==> src/rtl/pipelined_barrel_shifter_if.sv <==
// Handshake bundle for the pipelined barrel shifter: operand/command on the
// input side, result on the output side, each with its own valid/ready pair.
interface pipelined_barrel_shifter_if #(
  parameter int N = 3
);
  localparam int W = 2 ** N;

  logic [W-1:0] a;
  logic [N-1:0] amt;
  logic [2:0]   mode;
  logic         in_valid;
  logic         in_ready;
  logic [W-1:0] y;
  logic         out_valid;
  logic         out_ready;

  modport master (
    output a, amt, mode, in_valid, out_ready,
    input  in_ready, y, out_valid
  );

  modport slave (
    input  a, amt, mode, in_valid, out_ready,
    output in_ready, y, out_valid
  );
endinterface

==> src/rtl/pipelined_barrel_shifter.sv <==
// N-stage barrel shifter/rotator. Left operations reverse on entry and exit
// around right-only stages; a single advance signal stalls the whole pipe.
module pipelined_barrel_shifter #(
  parameter int N = 3
) (
  input logic                        clk,
  input logic                        reset_n,
  pipelined_barrel_shifter_if.slave  bus
);
  localparam int W = 2 ** N;

  function automatic logic [W-1:0] bit_rev(input logic [W-1:0] d);
    logic [W-1:0] r;
    for (int i = 0; i < W; i++) begin
      r[i] = d[W-1-i];
    end
    return r;
  endfunction

  logic [W-1:0] data_q  [N];
  logic [2:0]   mode_q  [N];
  logic [N-1:0] amt_q   [N];
  logic         valid_q [N];
  logic [W-1:0] stg_d   [N];
  logic         advance_s;
  logic [W-1:0] entry_s;

  assign advance_s     = !(valid_q[N-1] && !bus.out_ready);
  assign bus.in_ready  = advance_s;
  assign bus.y         = data_q[N-1];
  assign bus.out_valid = valid_q[N-1];
  assign entry_s       = (bus.mode == 3'b001 || bus.mode == 3'b011) ? bit_rev(bus.a) : bus.a;

  for (genvar k = 0; k < N; k++) begin : g_stage
    localparam int S = 2 ** k;
    logic [W-1:0] d_s;
    logic [2:0]   m_s;
    logic         sh_s;
    logic [W-1:0] r_s;

    if (k == 0) begin : g_first
      assign d_s  = entry_s;
      assign m_s  = bus.mode;
      assign sh_s = bus.amt[0];
    end else begin : g_next
      assign d_s  = data_q[k-1];
      assign m_s  = mode_q[k-1];
      assign sh_s = amt_q[k-1][k];
    end

    // Right shift/rotate by 2**k when this stage's amount bit is set.
    always_comb begin
      r_s = d_s;
      if (sh_s) begin
        case (m_s)
          3'b000, 3'b001: r_s = {d_s[S-1:0], d_s[W-1:S]};
          3'b010, 3'b011: r_s = {{S{1'b0}}, d_s[W-1:S]};
          3'b100:         r_s = {{S{d_s[W-1]}}, d_s[W-1:S]};
          default:        r_s = d_s;
        endcase
      end else begin
        r_s = d_s;
      end
    end

    if (k == N - 1) begin : g_exit
      assign stg_d[k] = (m_s == 3'b001 || m_s == 3'b011 || m_s == 3'b101) ? bit_rev(r_s) : r_s;
    end else begin : g_mid
      assign stg_d[k] = r_s;
    end
  end

  // Stage registers: data only loads with a valid token so y holds across bubbles.
  always_ff @(posedge clk) begin
    if (!reset_n) begin
      for (int k = 0; k < N; k++) begin
        valid_q[k] <= 1'b0;
        data_q[k]  <= {W{1'b0}};
        mode_q[k]  <= 3'b000;
        amt_q[k]   <= {N{1'b0}};
      end
    end else if (advance_s) begin
      valid_q[0] <= bus.in_valid;
      if (bus.in_valid) begin
        data_q[0] <= stg_d[0];
        mode_q[0] <= bus.mode;
        amt_q[0]  <= bus.amt;
      end
      for (int k = 1; k < N; k++) begin
        valid_q[k] <= valid_q[k-1];
        if (valid_q[k-1]) begin
          data_q[k] <= stg_d[k];
          mode_q[k] <= mode_q[k-1];
          amt_q[k]  <= amt_q[k-1];
        end
      end
    end
  end
endmodule

==> src/flat_wrapper.sv <==
// flat-port wrapper written by rule: the top's interface ports become plain ports
module pipelined_barrel_shifter_flat 
#(
  parameter int N = 3
)
  (clk, reset_n, bus_a, bus_amt, bus_mode, bus_in_valid, bus_out_ready, bus_in_ready, bus_y, bus_out_valid);
  pipelined_barrel_shifter_if #(.N(N)) bus_i ();
  input logic clk;
  input logic reset_n;
  input wire logic [$bits(bus_i.a)-1:0] bus_a;
  input wire logic [$bits(bus_i.amt)-1:0] bus_amt;
  input wire logic [$bits(bus_i.mode)-1:0] bus_mode;
  input wire logic [$bits(bus_i.in_valid)-1:0] bus_in_valid;
  input wire logic [$bits(bus_i.out_ready)-1:0] bus_out_ready;
  output wire logic [$bits(bus_i.in_ready)-1:0] bus_in_ready;
  output wire logic [$bits(bus_i.y)-1:0] bus_y;
  output wire logic [$bits(bus_i.out_valid)-1:0] bus_out_valid;
  assign bus_i.a = bus_a;
  assign bus_i.amt = bus_amt;
  assign bus_i.mode = bus_mode;
  assign bus_i.in_valid = bus_in_valid;
  assign bus_i.out_ready = bus_out_ready;
  assign bus_in_ready = bus_i.in_ready;
  assign bus_y = bus_i.y;
  assign bus_out_valid = bus_i.out_valid;
  pipelined_barrel_shifter #(.N(N)) u_core (.clk(clk), .reset_n(reset_n), .bus(bus_i));
endmodule
==> config.mk <==
export PLATFORM = sky130hd
export DESIGN_NAME = pipelined_barrel_shifter_flat
export DESIGN_NICKNAME = d
export VERILOG_FILES = /design/src/rtl/pipelined_barrel_shifter_if.sv /design/src/rtl/pipelined_barrel_shifter.sv /design/src/flat_wrapper.sv
export SDC_FILE = /design/constraint.sdc
export NUM_CORES = 1
export LEC_CHECK = 0
export ABC_AREA = 1
export BUFFER_PORTS_ARGS = -buffer_cell sky130_fd_sc_hd__buf_4
export CAP_MARGIN = 30
export CORE_ASPECT_RATIO = 1.5
export CORE_MARGIN = 1
export CORE_UTILIZATION = 50
export CTS_CLUSTER_SIZE = 16
export DETAILED_ROUTE_END_ITERATION = 7
export GPL_ROUTABILITY_DRIVEN = 0
export PLACE_DENSITY = 0.71
export SYNTH_ARGS = -nofsm -noshare
export SYNTH_HDL_FRONTEND = slang
export SYNTH_SLANG_ARGS = --single-unit
==> constraint.sdc <==
create_clock -name clk -period 2.2 [get_ports clk]
set_input_delay 0.11 -clock clk [delete_from_list [all_inputs] [get_ports clk]]
set_output_delay 0.11 -clock clk [all_outputs]
set_load 0.03 [all_outputs]
==> impl_metrics.json, run 1 <==
{
  "ys_ff_latch": 36,
  "ys_top_cells_by_area": "edfxtp_1 (53%), nand2_1 (15%), nor2_1 (9.2%)",
  "yosysMostFrequentCell": "nand2_1",
  "fin_crit_sh": 0.6751,
  "num_vias": 1630,
  "startpoint": "u_core.mode_q[0][4]",
  "arrival_ns": 1.63,
  "vias_per_cell": 4.970,
  "wirelength_um": 3476,
  "synth_nets": 274,
  "r2r_end": "u_core.data_q[0][20]",
  "path_cells": "nor2_1, nand2_1, nand2_1, nand2_1, nand3_1, nand2_1, nor2_1",
  "cap_violations": 0,
  "slowest_stage": "edfxtp_1",
  "synth_fa_ha_area_frac": 0,
  "synth_xor_xnor_area_share": 0,
  "rows": 28,
  "antennaDiodeCount": 0,
  "rsz0062_at_grt": "false",
  "drtIter0Drc": 52,
  "synth-compound-area-share": 0.05163,
  "synth_top_family_by_area": "simple AND/OR/NAND/NOR gates",
  "netlist_area_um2": 2036,
  "portBuffers": 27,
  "dpl_worst_slack_ns": 0.7470,
  "endpoint": "u_core.data_q[0][20]",
  "max_stage_delay_ns": 0.41,
  "vdd_drop_max_mv": 0.5373,
  "synth_common_cells": "nand2_1 (83), nor2_1 (50), edfxtp_1 (36)",
  "min_path_type": "input port to register",
  "clock_path_buffers": 2,
  "yosys.area.top_type": "edfxtp_1",
  "drc": 0,
  "clock_latency_ns": 0.28,
  "cts-root-buf": "clkbuf_8",
  "area_growth_pct": 13.89,
  "path_max_fanout": 8,
  "ys.warnings.count": 0,
  "muxShareOfSynthArea": 0,
  "first_global_vias": 1493,
  "cp-end-kind": "register",
  "cts_htree_levels": 2,
  "cts.reportedPaths.clkPinSlew_ns": 0.07,
  "power_density_nw_per_um2": 710.7,
  "start_util": 0.5188,
  "synth_ff_type": "edfxtp_1",
  "rr_startpoint": "u_core.mode_q[0][4]",
  "yosysSeqAreaShare": 0.5310,
  "postCtsHoldBufs": 0,
  "nNetsFinal": 300,
  "fin_setup_tns_ns": 0,
  "cp_top_family": "simple AND/OR/NAND/NOR gates",
  "cp.required_ns": 2.34,
  "ff2ff_setup_slack_ns": 0.71,
  "p_leak_nw": 1.133,
  "dieArea_um2": 4336,
  "tightest_slew_ns": 0.4399,
  "timing_hold_violations_final": 0,
  "syn_inst": 256,
  "slew_violations": 0,
  "clock_skew_ns": 0.004949,
  "synthArstFlopShare": 0,
  "ioPinCount": 28,
  "setup_ws_ns": 0.7147,
  "grt_overflow": 0,
  "ant_nets": 0,
  "synth_area_per_cell_um2": 7.952,
  "min_period_ns": 1.485,
  "numClockSinks": 36,
  "antenna_found_initial": 0,
  "r2r_cells": 7,
  "grt_use_total": 0.1863,
  "post_cts_buffers": 0,
  "grt_max_degree": 17,
  "netlist.area_leader.share": 0.5310,
  "path_buf_inv": 0,
  "cp_num_cells": 7,
  "hpwlAfterDp_um": 2701,
  "grt_pass1_wl_um": 5837,
  "setup_viol": 0,
  "cts_resized": 0,
  "die_w_um": 54.10,
  "drt_pass1_iterations": 6,
  "synth-edff-count": 36,
  "fillerInstances": 368,
  "p_total_mw": 1.648,
  "wire_per_inst_um": 10.60,
  "fmax_mhz": 673.3,
  "path_class": "register to register",
  "core_area_um2": 3924,
  "drive_above_1_share": 0.1625,
  "dieHeight_um": 80.15,
  "synthDistinctLibCells": 17,
  "cts_buffers": 5,
  "worst_path_most_repeated_cell": "nand2_1",
  "synthSimpleGateAreaFrac": 0.3165,
  "start_kind": "register",
  "cts_tree": "yes",
  "slew_headroom": 0.7060,
  "status": "finished, final reports clean"
}
worst register-to-register path, cell delays in order (launching register included):
cell      delay [ns]
edfxtp_1        0.41
nor2_1          0.16
nand2_1         0.20
nand2_1         0.25
nand2_1         0.10
nand3_1         0.09
nand2_1         0.06
nor2_1          0.08
kinds of logic after synthesis:
logic type	Yosys count
and+or+nand+nor	161
AOI/OAI and AO/OA	16
buffers and inverters	43
DFF	36
state kept, by name (all words and copies together) (netlist names):
signal,count
u_core.data_q,24
u_core.mode_q,6
u_core.valid_q,3
u_core.amt_q,3
per-stage QoR:
step	cell area, um2	cells	util	hold slack (ns)
detailed placement	2236	320	0.5698	0.4125
global route	2318	328	0.5909	0.1305
finish	2318	328	0.5909	0.1194
CTS	2318	328	0.5909	0.1080
global placement	2236	320	0.5698	0.4029
floorplan	2036	256	-	0.3180
worst min-delay path by stage:
stage / start / to / slack, ns / cells after the start
2_1_floorplan: bus_amt[1] / u_core.amt_q[0][1] / 0.32 / 2
3_3_place_gp: bus_amt[2] / u_core.amt_q[0][2] / 0.40 / 3
3_5_place_dp: bus_amt[2] / u_core.amt_q[0][2] / 0.41 / 3
4_1_cts: bus_amt[2] / u_core.amt_q[0][2] / 0.11 / 3
5_1_grt: bus_amt[2] / u_core.amt_q[0][2] / 0.13 / 3
6_report: bus_amt[2] / u_core.amt_q[0][2] / 0.12 / 3
layout by cell type (no fill, tap or decap), types with 2 or more instances in the layout:
cell	instances
inv_2	3
o21ai_0	5
inv_1	28
nand2_2	3
nor2_1	50
nand2_1	83
clkbuf_8	5
edfxtp_1	36
clkinv_2	2
o22ai_1	2
buf_4	31
a21oi_1	5
nand3_1	24
final cells by class:
type                    count  area, um2  area share
flip-flops and latches     36       1081      0.4663
multi-input cells         177      749.5      0.3233
repair buffers             31      232.7      0.1004
inverters                  31      116.4     0.05019
clock buffers               5      68.82     0.02968
well taps                  45      56.30     0.02428
clock inverters             3      13.76    0.005936
power by group:
group,internal (mW),switching [mW]
Sequential,0.836,0.0284
Combinational,0.122,0.221
Clock,0.215,0.225
metal layers:
metal	GRT usage	share of wire
met5	0	0
met4	0.09231	0.013
met3	0.04356	0.019
met2	0.3765	0.60
met1	0.1503	0.37
Power figures use the tool's default switching activity.
==> run 2, diff against run 1 <==
--- a/config.mk
+++ b/config.mk
@@ -5,7 +5,7 @@
 export SDC_FILE = /design/constraint.sdc
 export NUM_CORES = 1
 export LEC_CHECK = 0
-export ABC_AREA = 1
+export ABC_AREA = 0
 export BUFFER_PORTS_ARGS = -buffer_cell sky130_fd_sc_hd__buf_4
 export CAP_MARGIN = 30
 export CORE_ASPECT_RATIO = 1.5
@@ -14,7 +14,7 @@
 export CTS_CLUSTER_SIZE = 16
 export DETAILED_ROUTE_END_ITERATION = 7
 export GPL_ROUTABILITY_DRIVEN = 0
-export PLACE_DENSITY = 0.71
+export PLACE_DENSITY = 0.7
 export SYNTH_ARGS = -nofsm -noshare
 export SYNTH_HDL_FRONTEND = slang
 export SYNTH_SLANG_ARGS = --single-unit
==> constraint.sdc (replaced) <==
create_clock -name clk -period 1.4 [get_ports clk]
set_input_delay 0.07 -clock clk [delete_from_list [all_inputs] [get_ports clk]]
set_output_delay 0.07 -clock clk [all_outputs]
set_load 0.03 [all_outputs]
==> run 2 against run 1 <==
The run now ends with DRC, setup timing left. Maximum frequency is 2.1% lower. Sequential share of layout area is 7.8 points lower. Global-route usage is 5.0 points higher. Clock power is 61% higher. Register-to-register slack worse by 0.83 ns. Cell count is 12% lower. Highest routed layer unchanged. Worst setup slack worse by 0.83 ns. Critical path depth is 3 lower. Sequential power is 60% higher. First-iteration DRC count is 31% higher. Total power is 70% higher.
==> impl_metrics.json, run 2 <==
{
  "syn_inst": 207,
  "netlist_area_um2": 2283,
  "reg_top3": "u_core.data_q: 24 flops, u_core.mode_q: 6 flops",
  "fin_setup_tns_ns": -1.092,
  "ys_ff_latch": 36,
  "cts_tree": "yes",
  "start_util": 0.5288,
  "hpwlAfterDp_um": 3758,
  "synth_nets": 225,
  "met3_usage": 0.04468,
  "synth_area_per_cell_um2": 11.03,
  "largest_reg_flops": 24,
  "ys_top_cells_by_area": "edfxtp_1 (47%), buf_4 (4.3%), and2_4 (3.8%)",
  "path_cells": "buf_6, or2b_4, a311oi_1, a2111oi_1",
  "grt_max_degree": 18,
  "cts_buffers": 5,
  "drtIter0Drc": 68,
  "use_met2": 0.4610,
  "max_stage_delay_ns": 0.42,
  "r2r_end": "u_core.data_q[0][19]",
  "drt_pass1_iterations": 6,
  "fillerInstances": 334,
  "p_leak_nw": 1.082,
  "arrival_ns": 1.55,
  "first_global_vias": 1922,
  "grt_overflow": 0,
  "antennaDiodeCount": 0,
  "cap_violations": 0,
  "grt_use_total": 0.2366,
  "cp.required_ns": 1.43,
  "grt-busiest-layer": "met2",
  "drive_above_1_share": 0.3975,
  "portBuffers": 27,
  "synth_common_cells": "edfxtp_1 (36), a21oi_1 (13), buf_4 (13)",
  "grt_util_met1": 0.2217,
  "cts-root-buf": "clkbuf_8",
  "grt_pass1_wl_um": 8700,
  "drc": 4,
  "violations": "DRC, setup timing",
  "yosysMostFrequentCell": "edfxtp_1",
  "num_vias": 1868,
  "dieHeight_um": 84.77,
  "status": "finished, violations left",
  "setup_viol": 26,
  "setup_ws_ns": -0.1171,
  "slew_violations": 0,
  "tightest_slew_ns": 0.4904,
  "cp-end-kind": "register",
  "ys.warnings.count": 0,
  "cp_top_family": "flip-flops",
  "regMostFlops": "u_core.data_q",
  "die_w_um": 57.18,
  "clock_skew_ns": 0.005018,
  "clock_latency_ns": 0.29,
  "synth-edff-count": 36,
  "path_class": "register to register",
  "wire_per_inst_um": 17.66,
  "antenna_found_initial": 0,
  "cts.reportedPaths.clkPinSlew_ns": 0.07,
  "vias_per_cell": 6.441,
  "netlist.area_leader.share": 0.4734,
  "min_path_type": "input port to register",
  "ioPinCount": 28,
  "power_density_nw_per_um2": 1004,
  "clock_path_buffers": 2,
  "synthDistinctLibCells": 49,
  "path_max_fanout": 12,
  "area_growth_pct": 22.03,
  "ff2ff_setup_slack_ns": -0.12,
  "rsz0062_at_grt": "true",
  "r2r_cells": 4,
  "synth_ff_type": "edfxtp_1",
  "dieArea_um2": 4846,
  "utilization": 0.6453,
  "wirelength_um": 5122,
  "slowest_stage": "edfxtp_1",
  "nNetsFinal": 261,
  "rr_startpoint": "u_core.mode_q[0][5]",
  "fin_crit_sh": 1.084,
  "yosysSeqAreaShare": 0.4734,
  "min_period_ns": 1.517,
  "start_kind": "register",
  "ant_nets": 0,
  "final_common_cell": "buf_4",
  "yosys.area.top_type": "edfxtp_1",
  "synthArstFlopShare": 0,
  "cts_htree_levels": 2,
  "rows": 29,
  "min_path_cells": 2,
  "postCtsHoldBufs": 0,
  "timing_hold_violations_final": 0,
  "slew_headroom": 0.6731,
  "fmax_mhz": 659.2,
  "hold_path_end": "u_core.amt_q[0][2]",
  "vdd_drop_max_mv": 0.6499,
  "numClockSinks": 36,
  "path_buf_inv": 1,
  "final_cell_mix": "buf_4 (49), edfxtp_1 (36), a21oi_1 (12), and2_4 (10), o21ai_0 (10)",
  "core_area_um2": 4318,
  "min-delay-start": "bus_amt[2]"
}
[run 2: cell types whose count changed in the layout (fill, tap and decap cells not counted), sizes merged, moves of 10 or more]
cell,before,now
nand3,24,7
buf,31,53
nor2,50,6
and2,0,11
inv,31,3
nand2,86,8
a211oi,0,10
[run 2: logic make-up (layout without fill, tap and decap cells)]
family          count (synthesis)  count (layout)  synth area share
mux                             4               4           0.01863
simple gates                   78              78            0.2384
flops                          36              36            0.4734
buf+inv                        27              64           0.07835
compound gates                 62              62            0.1912
[run 2: worst max path at each step]
stage	startpoint	endpoint	slack, ns	cells after the start
global placement	u_core.mode_q[0][5]	u_core.data_q[0][22]	-0.14	3
CTS	u_core.mode_q[0][3]	u_core.data_q[0][20]	-0.1	5
floorplan	u_core.valid_q[0][2]	u_core.data_q[0][18]	-0.08	5
finish	u_core.mode_q[0][5]	u_core.data_q[0][19]	-0.12	4
detailed placement	u_core.mode_q[0][5]	u_core.data_q[0][22]	-0.18	3
global route	u_core.mode_q[0][4]	u_core.data_q[0][22]	-0.17	4
[run 2: through the flow]
step	cells	power, mW	area, um2	hold slack (ns)	setup WS (ns)
final	290	2.799	2786	0.07240	-0.1171
after global routing	290	2.930	2786	0.06982	-0.1655
after CTS	290	2.781	2758	0.06875	-0.09857
after detailed placement	279	2.046	2595	0.3651	-0.1767
after global placement	279	2.023	2595	0.3617	-0.1386
after floorplan	207	1.851	2323	0.2797	-0.07974
[run 2: cell type report]
class                   instances  area [um2]  area share
multi-input cells             144        1126      0.4041
flip-flops and latches         36        1081      0.3880
repair buffers                 53       430.4      0.1545
clock buffers                   7       76.32     0.02739
well taps                      46       57.56     0.02066
inverters                       3       11.26    0.004041
clock inverters                 1       3.754    0.001347
[run 2: repair_timing]
item                       4_1_cts  5_1_grt
hold endpoints to repair         0        0
setup endpoints to repair       52       33
buffers inserted                 3        0
gates resized for setup         14        5
pin swaps                        5        3
[run 2: layer usage]
| layer | vias to the layer above | wire, um |
|---|---|---|
| met5 | - | 0 |
| li1 | 879 | - |
| met2 | 67 | 3056 |
| met3 | 29 | 196 |
| met1 | 893 | 1662 |
| met4 | 0 | 206 |
[run 2: report_power, final]
part	internal, mW	total [mW]	leakage [nW]	switching (mW)
Sequential	1.31	1.38	0.389	0.0716
Clock	0.346	0.707	0.0399	0.360
Combinational	0.338	0.709	0.654	0.371
Total	2.00	2.80	1.08	0.803
==> run 3, diff against run 2 <==
--- a/config.mk
+++ b/config.mk
@@ -9,12 +9,12 @@
 export BUFFER_PORTS_ARGS = -buffer_cell sky130_fd_sc_hd__buf_4
 export CAP_MARGIN = 30
 export CORE_ASPECT_RATIO = 1.5
-export CORE_MARGIN = 1
-export CORE_UTILIZATION = 50
+export CORE_MARGIN = 4
+export CORE_UTILIZATION = 58
 export CTS_CLUSTER_SIZE = 16
 export DETAILED_ROUTE_END_ITERATION = 7
 export GPL_ROUTABILITY_DRIVEN = 0
-export PLACE_DENSITY = 0.7
+export PLACE_DENSITY = 0.8
 export SYNTH_ARGS = -nofsm -noshare
 export SYNTH_HDL_FRONTEND = slang
 export SYNTH_SLANG_ARGS = --single-unit
==> run 3 against run 2 <==
The flow finishes with violations (setup timing). Clock skew up 0.0063 ns. Worst setup slack worse by 0.087 ns. Maximum frequency down 5.4%. Sequential share of layout area down 3.7 points. Combinational power up 26%. Worst hold slack improved by 0.011 ns. Largest cell class unchanged. Largest power group unchanged.
==> impl_metrics.json, run 3 (same netlist as run 2, synthesis figures left out) <==
{
  "path_buf_inv": 1,
  "place_inst": 276,
  "portBuffers": 27,
  "cap_violations": 0,
  "netSwitchingPower_uw": 917.5,
  "clock_path_buffers": 2,
  "wire_per_inst_um": 22.40,
  "timing_hold_violations_final": 0,
  "core_area_um2": 3750,
  "arrival_ns": 1.63,
  "num_vias": 2047,
  "sw_frac_of_total": 0.3075,
  "slowest_stage": "edfxtp_1",
  "hpwlAfterDp_um": 4124,
  "vdd_drop_max_mv": 0.8335,
  "postCtsHoldBufs": 0,
  "dieHeight_um": 84.85,
  "power_density_nw_per_um2": 967.9,
  "setup_viol": 31,
  "min-delay-start": "bus_amt[1]",
  "path_max_fanout": 13,
  "setup_ws_ns": -0.2036,
  "power_frac_seq": 0.468,
  "min_period_ns": 1.604,
  "ioPinCount": 28,
  "largest_reg_flops": 24,
  "status": "finished, violations left",
  "numClockSinks": 36,
  "cp.required_ns": 1.42,
  "wirelength_um": 6675,
  "grt_use_total": 0.2537,
  "final_cell_mix": "buf_4 (55), edfxtp_1 (36), and2_4 (10), a211oi_2 (9), o21ai_0 (9)",
  "reg_top3": "u_core.data_q: 24 flops, u_core.mode_q: 6 flops",
  "cts_tree": "yes",
  "first_global_vias": 2056,
  "max_stage_delay_ns": 0.45,
  "p_leak_nw": 1.197,
  "violations": "setup timing",
  "rr_startpoint": "u_core.amt_q[0][5]",
  "drive_above_1_share": 0.5333,
  "cts_htree_levels": 2,
  "start_util": 0.6089,
  "fin_crit_sh": 1.145,
  "cts_buffers": 5,
  "grt_max_degree": 18,
  "tightest_slew_ns": 0.4687,
  "cts-root-buf": "clkbuf_8",
  "clock_skew_ns": 0.01132,
  "grt_pass1_wl_um": 9680,
  "nNetsFinal": 273,
  "min_path_type": "input port to register",
  "path_cells": "buf_6, and4bb_2, a311oi_2, a2111oi_2",
  "start_kind": "register",
  "regMostFlops": "u_core.data_q",
  "cp_top_family": "flip-flops",
  "power_frac_comb": 0.300,
  "slew_headroom": 0.6875,
  "drtIter0Drc": 121,
  "startpoint": "u_core.amt_q[0][5]",
  "vias_per_cell": 6.869,
  "clock_latency_ns": 0.29,
  "path_class": "register to register",
  "rows": 27,
  "fin_setup_tns_ns": -2.186,
  "p_int_mw": 2.067,
  "cts.reportedPaths.clkPinSlew_ns": 0.07,
  "fmax_mhz": 623.6,
  "p_clk_frac": 0.232,
  "slew_violations": 0,
  "rsz0062_at_grt": "true",
  "grt_overflow": 0,
  "final_common_cell": "buf_4",
  "dpl_worst_slack_ns": -0.2372,
  "drt_pass1_iterations": 5,
  "fillerInstances": 215,
  "antennaDiodeCount": 0,
  "antenna_found_initial": 0,
  "area_growth_pct": 35.01,
  "layout.cells.non_filler": 298,
  "drc": 0,
  "cp-end-kind": "register",
  "dieArea_um2": 5025,
  "die_w_um": 59.23,
  "ant_nets": 0
}
run 3: cell count changes in the layout (fill, tap and decap cells not counted), moves of 4 or more:
cell / change
nor3_1: -4
a21oi_2: +5
a21oi_1: -6
buf_4: +6
a211oi_2: +6
nor3_2: +4
a211oi_1: -6
run 3: per-layer routing:
metal | global-route usage | wire [um] | share of wire | vias to the layer above
li1 | - | - | - | 907
met3 | 0.04262 | 263 | 0.039 | 30
met1 | 0.2367 | 2176 | 0.33 | 1016
met5 | 0 | 0 | 0 | -
met4 | 0.1505 | 353 | 0.053 | 0
met2 | 0.4816 | 3881 | 0.58 | 94
run 3: final timing paths:
path	cells after the start	to	slack, ns
worst max-delay path	4	u_core.data_q[0][17]	-0.20
worst min-delay path	2	u_core.amt_q[0][1]	0.08
worst max register to register	4	u_core.data_q[0][17]	-0.20
worst min register to register	1	u_core.amt_q[0][5]	0.56
run 3: layout make-up:
class | count | area, um2 | area share
multi-input combinational | 145 | 1295 | 0.4200
sequential | 36 | 1081 | 0.3507
timing repair buffer | 64 | 561.8 | 0.1822
clock buffer | 5 | 68.82 | 0.02232
tap | 43 | 53.80 | 0.01745
inverter | 3 | 15.01 | 0.004870
clock inverter | 2 | 7.507 | 0.002435
run 3: stage by stage:
stage / power [mW] / hold WS, ns / util / area, um2
after global placement: 2.021 / 0.3626 / 0.6910 / 2591
after CTS: 2.820 / 0.06939 / 0.7621 / 2858
final: 2.984 / 0.08345 / 0.8222 / 3083
after floorplan: 1.851 / 0.2797 / - / 2323
after global routing: 3.074 / 0.06765 / 0.8222 / 3083
after detailed placement: 2.062 / 0.3651 / 0.6910 / 2591
run 3: power groups by stage:
stage / clock network, mW / registers, mW / logic, mW
after detailed placement: 0 / 1.41 / 0.654
final: 0.693 / 1.40 / 0.896
after global routing: 0.730 / 1.40 / 0.943
after CTS: 0.683 / 1.38 / 0.755
after floorplan: 0 / 1.38 / 0.469
after global placement: 0 / 1.40 / 0.621
run 3: what timing repair did:
item,in CTS,in global routing
endpoints found under the setup margin,33,33
resized for setup,25,30
gates cloned,0,3
pin swaps,9,9
buffers inserted,9,3
